**src/rtl/mem_bus_arbiter_pkg.sv**
```systemverilog
// rtl/mem_bus_arbiter_pkg.sv - shared states, length codes and load helpers for mem_bus_arbiter
package mem_bus_arbiter_pkg;

    typedef enum logic [2:0] {
        S_IDLE,
        S_READ,
        S_WRITE,
        S_IOWAIT,
        S_DONE
    } state_t;

    localparam logic [2:0] LEN_B = 3'd1;
    localparam logic [2:0] LEN_H = 3'd2;
    localparam logic [2:0] LEN_W = 3'd4;

    localparam logic [1:0] IO_HI_DEFAULT = 2'b11;

    // Anything that is not a byte or halfword moves a full word.
    function automatic logic [2:0] norm_len(input logic [2:0] len);
        case (len)
            LEN_B:   return LEN_B;
            LEN_H:   return LEN_H;
            default: return LEN_W;
        endcase
    endfunction

    function automatic logic [31:0] extend_load(input logic [31:0] w,
                                                input logic [2:0]  len,
                                                input logic        sgn);
        case (len)
            LEN_B:   return sgn ? {{24{w[7]}},  w[7:0]}  : {24'd0, w[7:0]};
            LEN_H:   return sgn ? {{16{w[15]}}, w[15:0]} : {16'd0, w[15:0]};
            default: return w;
        endcase
    endfunction

endpackage

```
**src/rtl/mem_bus_arbiter.sv**
```systemverilog
// rtl/mem_bus_arbiter.sv - byte-serial memory bus sequencer shared by fetch and data ports
//
// Ports:
//   clk, rst                      clock, asynchronous active-high reset
//   if_req/if_addr                fetch request (level, abortable), 4-byte read
//   if_done/if_data               one-cycle done pulse with fetched word
//   d_req/d_we/d_addr/d_wdata     data request (level, not abortable)
//   d_len/d_signed                byte count 1/2/4 (else 4), sign-extend loads
//   d_done/d_rdata                one-cycle done pulse with load result
//   mem_din                       read byte, valid the cycle after its address
//   io_buffer_full                UART buffer full, lags one cycle
//   mem_dout/mem_a/mem_wr         registered bus outputs
module mem_bus_arbiter
    import mem_bus_arbiter_pkg::*;
#(
    parameter logic [1:0] IO_HI = IO_HI_DEFAULT
) (
    input  logic        clk,
    input  logic        rst,
    input  logic        if_req,
    input  logic [31:0] if_addr,
    output logic        if_done,
    output logic [31:0] if_data,
    input  logic        d_req,
    input  logic        d_we,
    input  logic [31:0] d_addr,
    input  logic [31:0] d_wdata,
    input  logic [2:0]  d_len,
    input  logic        d_signed,
    output logic        d_done,
    output logic [31:0] d_rdata,
    input  logic [7:0]  mem_din,
    input  logic        io_buffer_full,
    output logic [7:0]  mem_dout,
    output logic [31:0] mem_a,
    output logic        mem_wr
);

    state_t      state, state_n;
    logic        owner_d, owner_n;
    logic [31:0] addr, addr_n;
    logic [31:0] wdata, wdata_n;
    logic [2:0]  len, len_n;
    logic        sgn, sgn_n;
    logic [2:0]  cnt, cnt_n;
    logic [31:0] rbuf, rbuf_n;

    logic [7:0]  mem_dout_n;
    logic [31:0] mem_a_n;
    logic        mem_wr_n;
    logic        if_done_n, d_done_n;
    logic [31:0] if_data_n, d_rdata_n;

    logic        grant;
    logic        io_last;
    logic [31:0] rword;
    logic [31:0] wshift;

    // The buffer-full flag lags by a cycle, so an I/O byte written last
    // cycle blocks the next one just as a full buffer would.
    assign io_last = mem_wr && (mem_a[17:16] == IO_HI);

    always_ff @(posedge clk or posedge rst) begin
        if (rst) begin
            state    <= S_IDLE;
            owner_d  <= 1'b0;
            addr     <= '0;
            wdata    <= '0;
            len      <= LEN_W;
            sgn      <= 1'b0;
            cnt      <= '0;
            rbuf     <= '0;
            mem_dout <= '0;
            mem_a    <= '0;
            mem_wr   <= 1'b0;
            if_done  <= 1'b0;
            d_done   <= 1'b0;
            if_data  <= '0;
            d_rdata  <= '0;
        end else begin
            state    <= state_n;
            owner_d  <= owner_n;
            addr     <= addr_n;
            wdata    <= wdata_n;
            len      <= len_n;
            sgn      <= sgn_n;
            cnt      <= cnt_n;
            rbuf     <= rbuf_n;
            mem_dout <= mem_dout_n;
            mem_a    <= mem_a_n;
            mem_wr   <= mem_wr_n;
            if_done  <= if_done_n;
            d_done   <= d_done_n;
            if_data  <= if_data_n;
            d_rdata  <= d_rdata_n;
        end
    end

    always_comb begin
        state_n    = state;
        owner_n    = owner_d;
        addr_n     = addr;
        wdata_n    = wdata;
        len_n      = len;
        sgn_n      = sgn;
        cnt_n      = cnt;
        rbuf_n     = rbuf;
        mem_dout_n = mem_dout;
        mem_a_n    = mem_a;
        mem_wr_n   = 1'b0;
        if_done_n  = 1'b0;
        d_done_n   = 1'b0;
        if_data_n  = if_data;
        d_rdata_n  = d_rdata;
        grant      = 1'b0;
        // In READ, cnt counts edges since the grant; the byte arriving now
        // belongs to address index cnt-1.
        rword      = rbuf | ({24'd0, mem_din} << {cnt - 3'd1, 3'b000});
        // In WRITE, cnt is the number of bytes already put on the bus.
        wshift     = wdata >> {cnt, 3'b000};

        case (state)
            S_IDLE: grant = 1'b1;
            S_READ: begin
                if (!owner_d && !if_req) begin
                    grant = 1'b1;
                end else begin
                    if (cnt + 3'd1 < len)
                        mem_a_n = addr + {29'd0, cnt + 3'd1};
                    if (cnt != 3'd0) begin
                        rbuf_n = rword;
                        if (cnt == len) begin
                            state_n = S_DONE;
                            if (owner_d) begin
                                d_done_n  = 1'b1;
                                d_rdata_n = extend_load(rword, len, sgn);
                            end else begin
                                if_done_n = 1'b1;
                                if_data_n = rword;
                            end
                        end
                    end
                    cnt_n = cnt + 3'd1;
                end
            end
            S_WRITE, S_IOWAIT: begin
                if (cnt == len) begin
                    state_n  = S_DONE;
                    d_done_n = 1'b1;
                end else if (addr[17:16] == IO_HI && (io_buffer_full || io_last)) begin
                    state_n = S_IOWAIT;
                end else begin
                    state_n    = S_WRITE;
                    mem_wr_n   = 1'b1;
                    mem_a_n    = addr + {29'd0, cnt};
                    mem_dout_n = wshift[7:0];
                    cnt_n      = cnt + 3'd1;
                end
            end
            S_DONE:  state_n = S_IDLE;
            default: state_n = S_IDLE;
        endcase

        // Grant edge: data port has fixed priority; the first bus cycle of
        // the new transaction is driven on this same edge.
        if (grant) begin
            state_n = S_IDLE;
            if (d_req) begin
                owner_n = 1'b1;
                addr_n  = d_addr;
                wdata_n = d_wdata;
                len_n   = norm_len(d_len);
                sgn_n   = d_signed;
                rbuf_n  = '0;
                cnt_n   = '0;
                if (!d_we) begin
                    state_n = S_READ;
                    mem_a_n = d_addr;
                end else if (d_addr[17:16] == IO_HI && (io_buffer_full || io_last)) begin
                    state_n = S_IOWAIT;
                end else begin
                    state_n    = S_WRITE;
                    mem_wr_n   = 1'b1;
                    mem_a_n    = d_addr;
                    mem_dout_n = d_wdata[7:0];
                    cnt_n      = 3'd1;
                end
            end else if (if_req) begin
                owner_n = 1'b0;
                addr_n  = if_addr;
                len_n   = LEN_W;
                sgn_n   = 1'b0;
                rbuf_n  = '0;
                cnt_n   = '0;
                state_n = S_READ;
                mem_a_n = if_addr;
            end
        end
    end

endmodule

```
**config.mk**
```make
export PLATFORM = sky130hd
export DESIGN_NAME = mem_bus_arbiter
export DESIGN_NICKNAME = d
export VERILOG_FILES = /design/src/rtl/mem_bus_arbiter_pkg.sv /design/src/rtl/mem_bus_arbiter.sv
export SDC_FILE = /design/constraint.sdc
export NUM_CORES = 1
export LEC_CHECK = 0
export BUFFER_PORTS_ARGS = -buffer_cell sky130_fd_sc_hd__buf_2
export CORE_MARGIN = 3
export CORE_UTILIZATION = 50
export DETAILED_ROUTE_END_ITERATION = 10
export PLACE_DENSITY = 0.8
export SYNTH_ARGS = -nofsm -noshare
export SYNTH_HDL_FRONTEND = slang
export SYNTH_SLANG_ARGS = --single-unit
```
**constraint.sdc**
```tcl
create_clock -name clk -period 6.6 [get_ports clk]
set_input_delay 0.33 -clock clk [delete_from_list [all_inputs] [get_ports clk]]
set_output_delay 0.33 -clock clk [all_outputs]
set_load 0.05 [all_outputs]
```
; ---- Word-level counts from Yosys, hierarchy flattened
; Index checks and enable logic that the tools add are counted.
[word_totals]
output_inout_bits = 107
elab_cells = 130
input_bits = 114
ff_bits = 214
[classes]
eq_ne = 15
n_shift = 2
bitwise_logic = 3
n_addsub = 4
mux = 74
magnitude_cmp = 1
n_reduce_logical = 16
[op_table]
columns = operator, count
row1 = $mux W32, 19
row2 = $pmux W32 S2, 2
row3 = $add A32 B3 Y32, 2
row4 = $mux W8, 7
row5 = $mux W3, 14
row6 = $or A32 B32 Y32, 1
row7 = $shl A8 B6 Y32, 1
row8 = $shr A32 B6 Y8, 1
row9 = $mux W1, 26
row10 = $eq A3 B2 Y1 const B, 4
row11 = $pmux W3 S2, 2
row12 = $reduce_and A5 Y1, 2
row13 = $eq A3 B1 Y1 const B, 3
row14 = $ne A3 B3 Y1 const B, 3
row15 = $pmux W3 S3, 1
row16 = $eq A2 B2 Y1 const B, 3
row17 = $logic_and A1 B1 Y1, 4
row18 = $pmux W1 S2, 2
row19 = $reduce_and A2 Y1, 2
row20 = $reduce_and A4 Y1, 1
row21 = $add A3 B1 Y3 const B, 1
row22 = $eq A3 B3 Y1, 1
row23 = $logic_not A3 Y1, 1
row24 = $lt A3 B3 Y1, 1
row25 = 9 further kinds, 11

; ---- Depth between registers and ports, before layout
; Gate-level depths: netlist of run 1.
[depth]
word_depth = 11
ltp_mapped = 13
mapped_depth_nobuf = 9

; ---- Worst setup path before layout of run 1
; OpenSTA, ideal clock, no wires.
[synth_timing]
path_kind = register to register
from = register cnt[0]
to = register mem_a[20]
arrival_ps = 2972
path_slack_ps = 3492
path_buffers = 3
period_less_slack_ps = 3108
required_time_ps = 6464
setup_ps = 136
stages_incl_launch_ff = 13
cell_sequence = dfrtp_1 clkbuf_1 buf_2 inv_1 ha_1 fa_1 a21o_1 nand2_1 clkbuf_1 nor3_1 xor2_1 a221oi_2 o22ai_2
[synth_between]
elab_chain_cells = 9
[synth_lines]
columns = element, line
row1 = "start, declared", mem_bus_arbiter.sv:45  ; logic [2:0] cnt, cnt_n;
row2 = "start signal, assigned", mem_bus_arbiter.sv:87  ; cnt <= cnt_n;
row3 = $add A3 B1 Y3, "mem_bus_arbiter.sv:128, mem_bus_arbiter.sv:129"
row4 = $add A32 B3 Y32 or $lt A3 B3 Y1 (tied branches), "mem_bus_arbiter.sv:129, mem_bus_arbiter.sv:128"
row5 = $mux W32, mem_bus_arbiter.sv:128  ; if (cnt + 3'd1 < len)
row6 = $mux W32, mem_bus_arbiter.sv:125  ; if (!owner_d && !if_req) begin
row7 = $pmux W32 S2 (*), mem_bus_arbiter.sv:122  ; case (state)
row8 = $mux W32, mem_bus_arbiter.sv:179  ; end else if (d_addr[17:16] == IO_HI && (io_buffer_full || io_last)) begin
row9 = $mux W32, mem_bus_arbiter.sv:176  ; if (!d_we) begin
row10 = $mux W32, mem_bus_arbiter.sv:168  ; if (d_req) begin
row11 = $mux W32 (*), mem_bus_arbiter.sv:166  ; if (grant) begin
row12 = net mem_a_n[20], mem_bus_arbiter.sv:49  ; logic [31:0] mem_a_n;
row13 = "end signal, assigned", mem_bus_arbiter.sv:90  ; mem_a <= mem_a_n;
row14 = "end, declared", mem_bus_arbiter.sv:35  ; output logic [31:0] mem_a,
; The timed path passes the listed nets; every way through them passes the cells marked *.
; A chain may end at the register's enable or synchronous reset.

; ---- Worst setup path in the final report of run 1
[layout_timing]
from = register cnt[0]
to = register mem_a[26]
; The elaborated chain is that of the path after synthesis.

==> out/qor.yml, run 1 <==
grt:
  antenna_found_initial: 5
  grt_first_pass_wirelength_um: 49500
  grt_max_degree: 152
  grt_overflow_total: 0
  grt_use_total_pct: 25.4
  grt_pass1_vias: 9475
critical_path:
  path_cells: "inv_1 > ha_1 > ha_1 > nor2b_1 > o21ai_0 > nand2_1 > o22a_1 > a2bb2oi_1 > o221ai_1"
  crit_type: "flop to flop"
  crit_required_ns: 7.01
  crit_arrival_ns: 4.42
  start_kind: "flop"
  cp-end-kind: "flop"
  slowest_stage: "dfrtp_1"
  path_common_cell: "ha_1"
  critPathMaxFanout: 26
  crit_path_max_incr_delay_ns: 0.94
pwr:
  vdd_ir_drop_max_uv: 323
  pwr-share-seq_pct: 31.9
  clkPwrFrac_pct: 18.1
  internal-power_mw: 3.74
  leakage_nw: 5.83
  p_sw_mw: 3.33
  power.density_mw_per_mm2: 549
  p_comb_share_pct: 49.9
  p_sw_share_pct: 47.1
floorplanning:
  fp.coreArea_mm2: 0.0212
  die_y_um: 154
  dieWidth_um: 154
  dieArea_mm2: 0.0236
  rows: 53
  ios: 221
  start_util_pct: 51.4
outcome:
  status: "complete, no violations"
synthesis:
  seq_area_frac_synth_pct: 49.1
  synth_enable_flop_cells: 0
  synth_top_cells_by_count: "dfrtp_1, nor2_1, a21oi_1, o21ai_0, nand2_1"
  synth.net_count: 1247
  yosys.area.top_type_share_pct: 48.9
  yosys_register_bits: 214
  yosysMostFrequentCell: "dfrtp_1"
  synthArstFlopShare_pct: 100
  synth.top_cells.by_area: "dfrtp_1, a21oi_1, nor2_1"
  synth_area_mm2: 0.0109
  yosys.area.top_type: "dfrtp_1"
  syn_inst: 1119
  ys_types: 73
  synthFlopType: "dfrtp_1"
  synth_warnings: 0
  avgSynthCellArea_um2: 9.74
run:
  drv_cap: 0
layout:
  final_cells: 1581
  layout.nets: 1419
  drive_above_1_share_pct: 25.2
  area_delta_synth_final_pct: 18.1
  final_area_mm2: 0.0129
sta:
  tns_ns: 0
  final_max_slew_viol_count: 0
  fmax_mhz: 249
  worst_slew_pin_slew_ns: 1.15
  finClkSkew_ns: 0.00712
  finalHoldViolCount: 0
  min_period_ns: 4.01
  fin_crit_sh_pct: 60.8
  slew_headroom_pct: 23.0
  setup_viol: 0
  grt_setup_unrepaired: "false"
worst_hold_path:
  hold_path.class: "input pin to flop"
clocking:
  cts_tree: "done"
  clk-insertion-delay-late_ns: 0.52
  clockBufferDepth: 3
  clock-sinks: 214
  clk_pin_slew_worst_paths_ns: 0.06
  clockRootBuffer: "clkbuf_16"
  htree_num_levels: 1
  cts_buffers: 24
drt:
  routedWlPerCell_um: 19.4
  vias: 9621
  first_iter_violations: 879
  drc: 0
  dr.pass1.iters: 6
  wirelength_um: 30700
  vias_per_cell: 6.09
  final_antenna_net_count: 0
placed_design:
  hpwl_um: 21400
  dp_cells: 1539
  gp_congestion: 0.936
  placed_area_mm2: 0.0121
  io_buffers: 220
-- stage by stage --
stage               power (mW)  hold WS (ns)  utilization [%]  setup WS, ns
finish                    7.07        0.0431             60.7          2.59
floorplan                 4.86         0.427                -         0.421
detailed placement        5.76         0.465             57.0          2.67
CTS                       7.06        0.0221             60.7          2.61
global placement          5.66         0.458             57.0          2.78
global route              7.50        0.0318             60.7          2.23
-- power by group through the flow --
stage / Combinational (mW) / Sequential, mW / Clock [mW]
finish: 3.53 / 2.26 / 1.28
CTS: 3.52 / 2.24 / 1.30
detailed placement: 3.50 / 2.26 / 0
floorplan: 2.03 / 2.83 / 0
global placement: 3.42 / 2.24 / 0
global route: 3.84 / 2.31 / 1.35
-- path summary, 6_finish.rpt --
path,startpoint,depth (start not counted),to,slack (ns)
min in group asynchronous,rst,2,wdata[24],0.08
setup reg to reg,cnt[0],9,mem_a[26],2.59
hold / removal,d_wdata[3],3,mem_dout[3],0.04
max in group asynchronous,rst,3,mem_a[21],5.17
setup / recovery,cnt[0],9,mem_a[26],2.59
hold reg to reg,if_data[29],2,if_data[29],0.47
-- placed cells by master, fill, tap and decap left out, types with 13 or more instances in the layout --
cell and count:
o21ai_0 89, inv_1 15, xor2_1 14, buf_4 13, a32oi_1 31, o22ai_1 13
nand3_1 18, nand4_1 14, dfrtp_1 213, mux2i_1 33, a21oi_1 119, nor2_1 140
xnor2_1 14, clkbuf_16 24, and3_1 16, nand2_1 80, mux2_2 32, buf_2 220
o22a_1 25
-- area by class of cell --
class,instances,area [um^2]
fill,1787,8340
sequential,214,5360
multi-input combinational,801,5140
timing repair buffer,234,1210
clock buffer,34,698
tap,275,344
inverter,16,67.6
clock inverter,5,61.3
antenna,2,5.00
-- kinds of logic after synthesis --
family	after synthesis	share of synthesized area [%]
and+or+nand+nor	328	13.9
buffers and inverters	104	3.81
muxes	73	7.99
DFF	214	49.1
xor gates and xnor gates	28	2.25
AOI/OAI and AO/OA	358	21.2
adders and majority gates	14	1.74
-- sequential cells by signal, summed over array words and instances, names as in the netlist --
| name | count |
|---|---|
| owner_d | 1 |
| d_done | 1 |
| d_rdata | 32 |
| mem_a | 32 |
| if_done | 1 |
| mem_wr | 1 |
| addr | 32 |
| cnt | 3 |
| rbuf | 32 |
| sgn | 1 |
| if_data | 32 |
| state | 3 |
| mem_dout | 8 |
| wdata | 32 |
| len | 3 |
-- what timing repair did --
| item | 4_1_cts | 5_1_grt |
|---|---|---|
| setup buffers | 0 | 0 |
| hold endpoints to repair | 1 | 0 |
| hold buffers | 1 | 0 |
| resized for setup | 0 | 0 |
-- worst max-delay path, delay by kind of cell (launching register included) --
kind | cells | cell delay [ns]
AOI/OAI and AO/OA | 4 | 1.15
adders and majority gates | 2 | 0.79
buffers and inverters | 1 | 0.26
DFF | 1 | 0.94
and+or+nand+nor | 2 | 0.76
-- metal layers --
layer | vias to the layer above | routed length, um | part of all wire (%) | track usage (%)
li1 | 4442 | - | - | -
met1 | 4659 | 12900 | 42 | 34.9
met2 | 427 | 13900 | 45 | 39.4
met3 | 87 | 2650 | 8.6 | 6.22
met4 | 6 | 1160 | 3.8 | 9.38
met5 | - | 34 | 0.11 | 0
(Power assumes the default switching activity.)
==> run 2: changes to the inputs <==
--- a/config.mk
+++ b/config.mk
@@ -5,11 +5,12 @@
 export SDC_FILE = /design/constraint.sdc
 export NUM_CORES = 1
 export LEC_CHECK = 0
+export ABC_AREA = 1
 export BUFFER_PORTS_ARGS = -buffer_cell sky130_fd_sc_hd__buf_2
 export CORE_MARGIN = 3
-export CORE_UTILIZATION = 50
+export CORE_UTILIZATION = 55
 export DETAILED_ROUTE_END_ITERATION = 10
-export PLACE_DENSITY = 0.8
+export PLACE_DENSITY = 0.82
 export SYNTH_ARGS = -nofsm -noshare
 export SYNTH_HDL_FRONTEND = slang
 export SYNTH_SLANG_ARGS = --single-unit
==> constraint.sdc (replaced) <==
create_clock -name clk -period 3.9 [get_ports clk]
set_input_delay 0.195 -clock clk [delete_from_list [all_inputs] [get_ports clk]]
set_output_delay 0.195 -clock clk [all_outputs]
set_load 0.05 [all_outputs]
==> run 2 against run 1 <==
Against the previous run: final cell count rose by 42%; maximum frequency increased by 26%; worst hold slack got worse by 0.030 ns; sequential share of layout area is 5.2 points lower; die area increased by 3.1%; flip-flop and latch count did not move; critical endpoint is now mem_a[23]; first-iteration DRC count rose by 39%; register-to-register slack worse by 1.9 ns.
==> out/qor.yml, run 2 <==
sta:
  finalHoldViolCount: 0
  slew_headroom_pct: 33.7
  finClkSkew_ns: 0.00946
  grt_setup_unrepaired: "false"
  fin_crit_sh_pct: 81.3
  fmax_mhz: 315
  final_max_slew_viol_count: 0
  min_period_ns: 3.17
  tns_ns: 0
  setup_viol: 0
  worst_slew_pin_slew_ns: 0.992
clocking:
  cts_tree: "done"
  hold_buffers: 36
  clk-insertion-delay-late_ns: 0.53
  clockRootBuffer: "clkbuf_16"
  clockBufferDepth: 3
  clk_pin_slew_worst_paths_ns: 0.06
  cts_buffers: 23
  cts_post_setup_buffers_inserted: 0
  htree_num_levels: 1
  post_cts_resized: 0
  clock-sinks: 214
floorplanning:
  ios: 221
  dieWidth_um: 156
  dieArea_mm2: 0.0243
  rows: 54
  start_util_pct: 56.4
  die_y_um: 156
  fp.coreArea_mm2: 0.0220
critical_path:
  crit_arrival_ns: 3.59
  r2r_slack_ns: 0.73
  r2r-end: "mem_a[23]"
  crit_required_ns: 4.32
  crit_type: "flop to flop"
  start_kind: "flop"
  cp-end-kind: "flop"
  crit_start: "cnt[1]"
  crit_end: "mem_a[23]"
  reg2reg_from: "cnt[1]"
  ff2ff_path_depth: 14
  critPathMaxFanout: 22
worst_hold_path:
  hold_path.class: "input pin to flop"
  hold_start: "d_addr[9]"
grt:
  top_usage_layer: "met2"
  grt_use_total_pct: 32.2
  grt_max_degree: 101
  grt_first_pass_wirelength_um: 63400
  use_met1_pct: 45.3
  antenna_found_initial: 2
  use_met3_pct: 5.35
  grtUsageMet2_pct: 50.9
  grt_overflow_total: 0
  grt_pass1_vias: 12100
synthesis:
  yosys_register_bits: 214
  synthFlopType: "dfrtp_1"
  yosysMostFrequentCell: "nand2_1"
  avgSynthCellArea_um2: 7.16
  yosys.area.top_type: "dfrtp_1"
  synth_top_cells_by_count: "nand2_1, dfrtp_1, inv_1, o21ai_0, nand3_1"
  ys_types: 48
  seq_area_frac_synth_pct: 43.3
  synth.top_cells.by_area: "dfrtp_1, nand2_1, o21ai_0"
  synth_area_mm2: 0.0124
  yosys.area.top_type_share_pct: 43.1
  synthArstFlopShare_pct: 100
  synth_warnings: 0
  synth.net_count: 1857
  syn_inst: 1729
  synth_enable_flop_cells: 0
layout:
  layout.nets: 2079
  layout_commonest_cell: "nand2_1"
  multi_input_area_mm2: 0.00588
  drive_above_1_share_pct: 17.5
  area_delta_synth_final_pct: 18.9
  register_area_mm2: 0.00536
  fill_cells: 1883
  layout_common_cells: "nand2_1, buf_2, dfrtp_1"
drt:
  dr.pass1.iters: 6
  drc: 0
  final_antenna_net_count: 0
  vias_per_cell: 5.70
  wirelength_um: 39700
  vias: 12800
  first_iter_violations: 1222
  routedWlPerCell_um: 17.6
placed_design:
  gp_congestion: 1.01
  io_buffers: 220
  hpwl_um: 27600
pwr:
  clkPwrFrac_pct: 18.4
  vdd_ir_drop_max_uv: 468
  power.density_mw_per_mm2: 827
  p_comb_share_pct: 52.0
  power_mw: 12.2
  p_sw_mw: 6.29
  p_sw_share_pct: 51.7
  internal-power_mw: 5.87
  leakage_nw: 7.51
  pwr-share-seq_pct: 29.5
run:
  drv_cap: 0
outcome:
  status: "complete, no violations"
## run 2: how the worst min path moves through the flow
stage                            to  slack, ns  depth (start not counted)
after floorplan            wdata[0]       0.31                          2
after global placement    wdata[25]       0.40                          3
after detailed placement  wdata[30]       0.40                          3
after CTS                    len[1]      0.003                          4
after global routing         len[1]       0.02                          4
final                       addr[9]       0.01                          5
## run 2: power by group through the flow
stage	Clock, mW	Sequential [mW]	Combinational, mW
after floorplan	0	4.52	3.60
after global placement	0	3.58	6.04
after detailed placement	0	3.59	6.18
after CTS	2.27	3.56	6.24
after global routing	2.36	3.66	6.96
final	2.24	3.59	6.33
## run 2: per-layer routing
| metal | wire (um) | part of all wire (%) |
|---|---|---|
| met5 | 0 | 0 |
| met4 | 1090 | 2.8 |
| met3 | 3480 | 8.8 |
| met2 | 18300 | 46 |
| met1 | 16800 | 42 |
## run 2: final cells by class
class / count / area share [%]
multi-input combinational: 1246 / 40.0
sequential: 214 / 36.4
timing repair buffer: 269 / 10.8
inverter: 197 / 5.08
clock buffer: 25 / 4.03
tap: 280 / 2.38
clock inverter: 17 / 1.26
antenna: 2 / 0.0340
## run 2: metrics by stage
step                      instance area (um^2)  worst slack, ns  hold slack [ns]  util (%)  std cells
final                                    14700            0.727           0.0132      67.0       2250
after global routing                     14700            0.547           0.0223      67.0       2250
after CTS                                14700            0.793          0.00292      67.0       2248
after detailed placement                 13600            0.805            0.400      61.8       2170
after global placement                   13600            0.972            0.401      61.8       2170
after floorplan                          12400            0.922            0.312         -       1729
## run 2: worst max-delay path: stages (launching register included)
cell and delay (ns):
dfrtp_1 0.36, inv_2 0.08, ha_1 0.90, ha_1 0.28
nand2_1 0.07, nand3_1 0.23, nand2_1 0.16, nor2_1 0.47
nand3_1 0.14, nand3_1 0.11, nand2_1 0.06, inv_1 0.05
nand2_1 0.04, nand2_1 0.05, nand2_1 0.05
## run 2: logic make-up (layout without fill, tap and decap cells)
family / after synthesis / after routing / share of synthesized area [%]
XOR/XNOR: 11 / 11 / 0.839
other: 0 / 2 / 0
AND/OR/NAND/NOR: 881 / 881 / 29.7
adder cells (fa/ha/maj): 14 / 14 / 1.54
AO/OA/AOI/OAI: 340 / 340 / 15.4
flip-flops: 214 / 214 / 43.3
buffers and inverters: 269 / 508 / 9.30
==> run 3: changes to the inputs <==
--- a/config.mk
+++ b/config.mk
@@ -8,9 +8,9 @@
 export ABC_AREA = 1
 export BUFFER_PORTS_ARGS = -buffer_cell sky130_fd_sc_hd__buf_2
 export CORE_MARGIN = 3
-export CORE_UTILIZATION = 55
+export CORE_UTILIZATION = 51
 export DETAILED_ROUTE_END_ITERATION = 10
-export PLACE_DENSITY = 0.82
+export PLACE_DENSITY = 0.8
 export SYNTH_ARGS = -nofsm -noshare
 export SYNTH_HDL_FRONTEND = slang
 export SYNTH_SLANG_ARGS = --single-unit
==> constraint.sdc (replaced) <==
create_clock -name clk -period 2.7 [get_ports clk]
set_input_delay 0.135 -clock clk [delete_from_list [all_inputs] [get_ports clk]]
set_output_delay 0.135 -clock clk [all_outputs]
set_load 0.05 [all_outputs]
==> run 3 against run 2 <==
Against the previous run: the run now ends with negative hold slack left; routed wire length is 5.0% higher; final cell count increased by 6.4%; first-iteration DRC count rose by 32%; register-to-register slack worse by 0.53 ns; highest routed layer is now met5.
==> out/qor.yml, run 3 (synthesized netlist as in run 2, its figures left out) <==
drt:
  dr.pass1.iters: 8
  vias: 13300
  wirelength_um: 41600
  first_iter_violations: 1612
  routedWlPerCell_um: 17.4
  drc: 0
  final_antenna_net_count: 0
  vias_per_cell: 5.55
pwr:
  power.density_mw_per_mm2: 1140
  p_sw_share_pct: 50.7
  clkPwrFrac_pct: 18.5
  power_mw: 18.0
  internal-power_mw: 8.89
  pwr-share-seq_pct: 28.7
  vdd_ir_drop_max_uv: 594
  p_comb_share_pct: 52.8
  p_sw_mw: 9.15
  leakage_nw: 8.01
critical_path:
  crit_arrival_ns: 2.93
  critPathMaxFanout: 18
  crit_required_ns: 3.12
  crit_type: "flop to flop"
  cp-end-kind: "flop"
  start_kind: "flop"
clocking:
  cts_tree: "done"
  clk_pin_slew_worst_paths_ns: 0.06
  cts_buffers: 24
  clockRootBuffer: "clkbuf_16"
  clock-sinks: 214
  clk-insertion-delay-late_ns: 0.54
  clockBufferDepth: 3
  htree_num_levels: 1
grt:
  grtUsageMet2_pct: 49.2
  grt_max_degree: 98
  top_usage_layer: "met2"
  grt_first_pass_wirelength_um: 65900
  grt_overflow_total: 0
  antenna_found_initial: 4
  use_met3_pct: 5.48
  use_met1_pct: 43.0
  grt_pass1_vias: 12600
  grt_use_total_pct: 31.0
placed_design:
  hpwl_um: 28100
  gp_congestion: 0.998
  io_buffers: 220
  placed_area_mm2: 0.0138
floorplanning:
  fp.coreArea_mm2: 0.0237
  ios: 221
  rows: 56
  dieWidth_um: 162
  die_y_um: 162
  start_util_pct: 52.3
  dieArea_mm2: 0.0262
sta:
  finClkSkew_ns: 0.0159
  min_period_ns: 2.51
  setup_viol: 0
  finalHoldViolCount: 1
  fmax_mhz: 399
  fin_crit_sh_pct: 92.8
  whs_ns: -0.00150
  slew_headroom_pct: 36.9
  worst_slew_pin_slew_ns: 0.945
  final_max_slew_viol_count: 0
layout:
  layout.nets: 2182
  fill_cells: 1963
  area_delta_synth_final_pct: 27.9
  final_area_mm2: 0.0158
  drive_above_1_share_pct: 18.3
  layout_commonest_cell: "nand2_1"
  layout_common_cells: "nand2_1, buf_2, dfrtp_1"
outcome:
  status: "finished with violations"
  violations: "negative hold slack"
worst_hold_path:
  hold_path.class: "input pin to flop"
run:
  drv_cap: 0
run 3: cell count changes in the layout (fill, tap and decap cells not counted), moves of 4 or more:
| cell | previous run | this run |
|---|---|---|
| buf_4 | 10 | 33 |
| clkbuf_8 | 1 | 7 |
| clkinvlp_4 | 5 | 1 |
| dlygate4sd3_1 | 36 | 115 |
| nand2_1 | 592 | 587 |
| nand2_2 | 8 | 13 |
run 3: stage by stage:
step	setup slack [ns]	TNS (ns)	hold WS, ns	std cells	util, %
finish	0.193	0	-0.00150	2393	66.8
global route	-0.0131	-0.0289	0.0258	2393	66.8
CTS	0.114	0	0.00104	2390	66.6
detailed placement	0.151	0	0.343	2232	58.3
global placement	0.207	0	0.339	2232	58.3
floorplan	-0.218	-46.51	0.252	1729	-
run 3: final timing paths:
check                      depth (start not counted)  slack, ns     endpoint  startpoint
setup / recovery                                   9       0.19  d_rdata[16]      cnt[1]
hold / removal                                     5     -0.001     addr[27]  d_addr[27]
setup reg to reg                                   9       0.19  d_rdata[16]      cnt[1]
hold reg to reg                                    2       0.47    wdata[18]   wdata[18]
max in group asynchronous                          4       1.75     addr[26]         rst
min in group asynchronous                          4       0.33    wdata[20]         rst
run 3: routing by layer:
layer  vias to the layer above  wire length (um)  part of all wire (%)
li1                       6240                 -                     -
met1                      6183             17400                    42
met2                       742             19000                    46
met3                       107              3810                   9.1
met4                         2              1380                   3.3
met5                         -                13                 0.031
run 3: cell type report:
type	count	area (um^2)	share of cell area (%)
timing repair buffer	371	2560	16.2
multi-input combinational	1246	5940	37.5
antenna	3	7.51	0.0474
inverter	197	748	4.73
clock buffer	33	704	4.45
sequential	214	5360	33.8
tap	319	399	2.52
clock inverter	10	115	0.727
run 3: timing repair:
item | CTS | global route
setup endpoints to repair | 0 | 34
resized for setup | 0 | 14
hold endpoints to repair | 314 | 0
buffers inserted | 0 | 0
hold buffers | 115 | 0
run 3: worst max-delay path, stage by stage (launching register included):
cell     delay, ns
dfrtp_1       0.43
inv_2         0.18
ha_2          0.35
buf_4         0.23
inv_1         0.37
o21ai_1       0.21
nand3_1       0.14
nand2_1       0.16
o21ai_0       0.24
nand2_1       0.08
run 3: power by group through the flow:
stage          Combinational (mW)  Clock, mW  Sequential (mW)
2_1_floorplan                5.20          0             6.53
3_3_place_gp                 8.94          0             5.17
3_5_place_dp                 9.12          0             5.17
4_1_cts                      9.29       3.37             5.13
5_1_grt                      10.5       3.50             5.28
6_report                     9.53       3.34             5.18
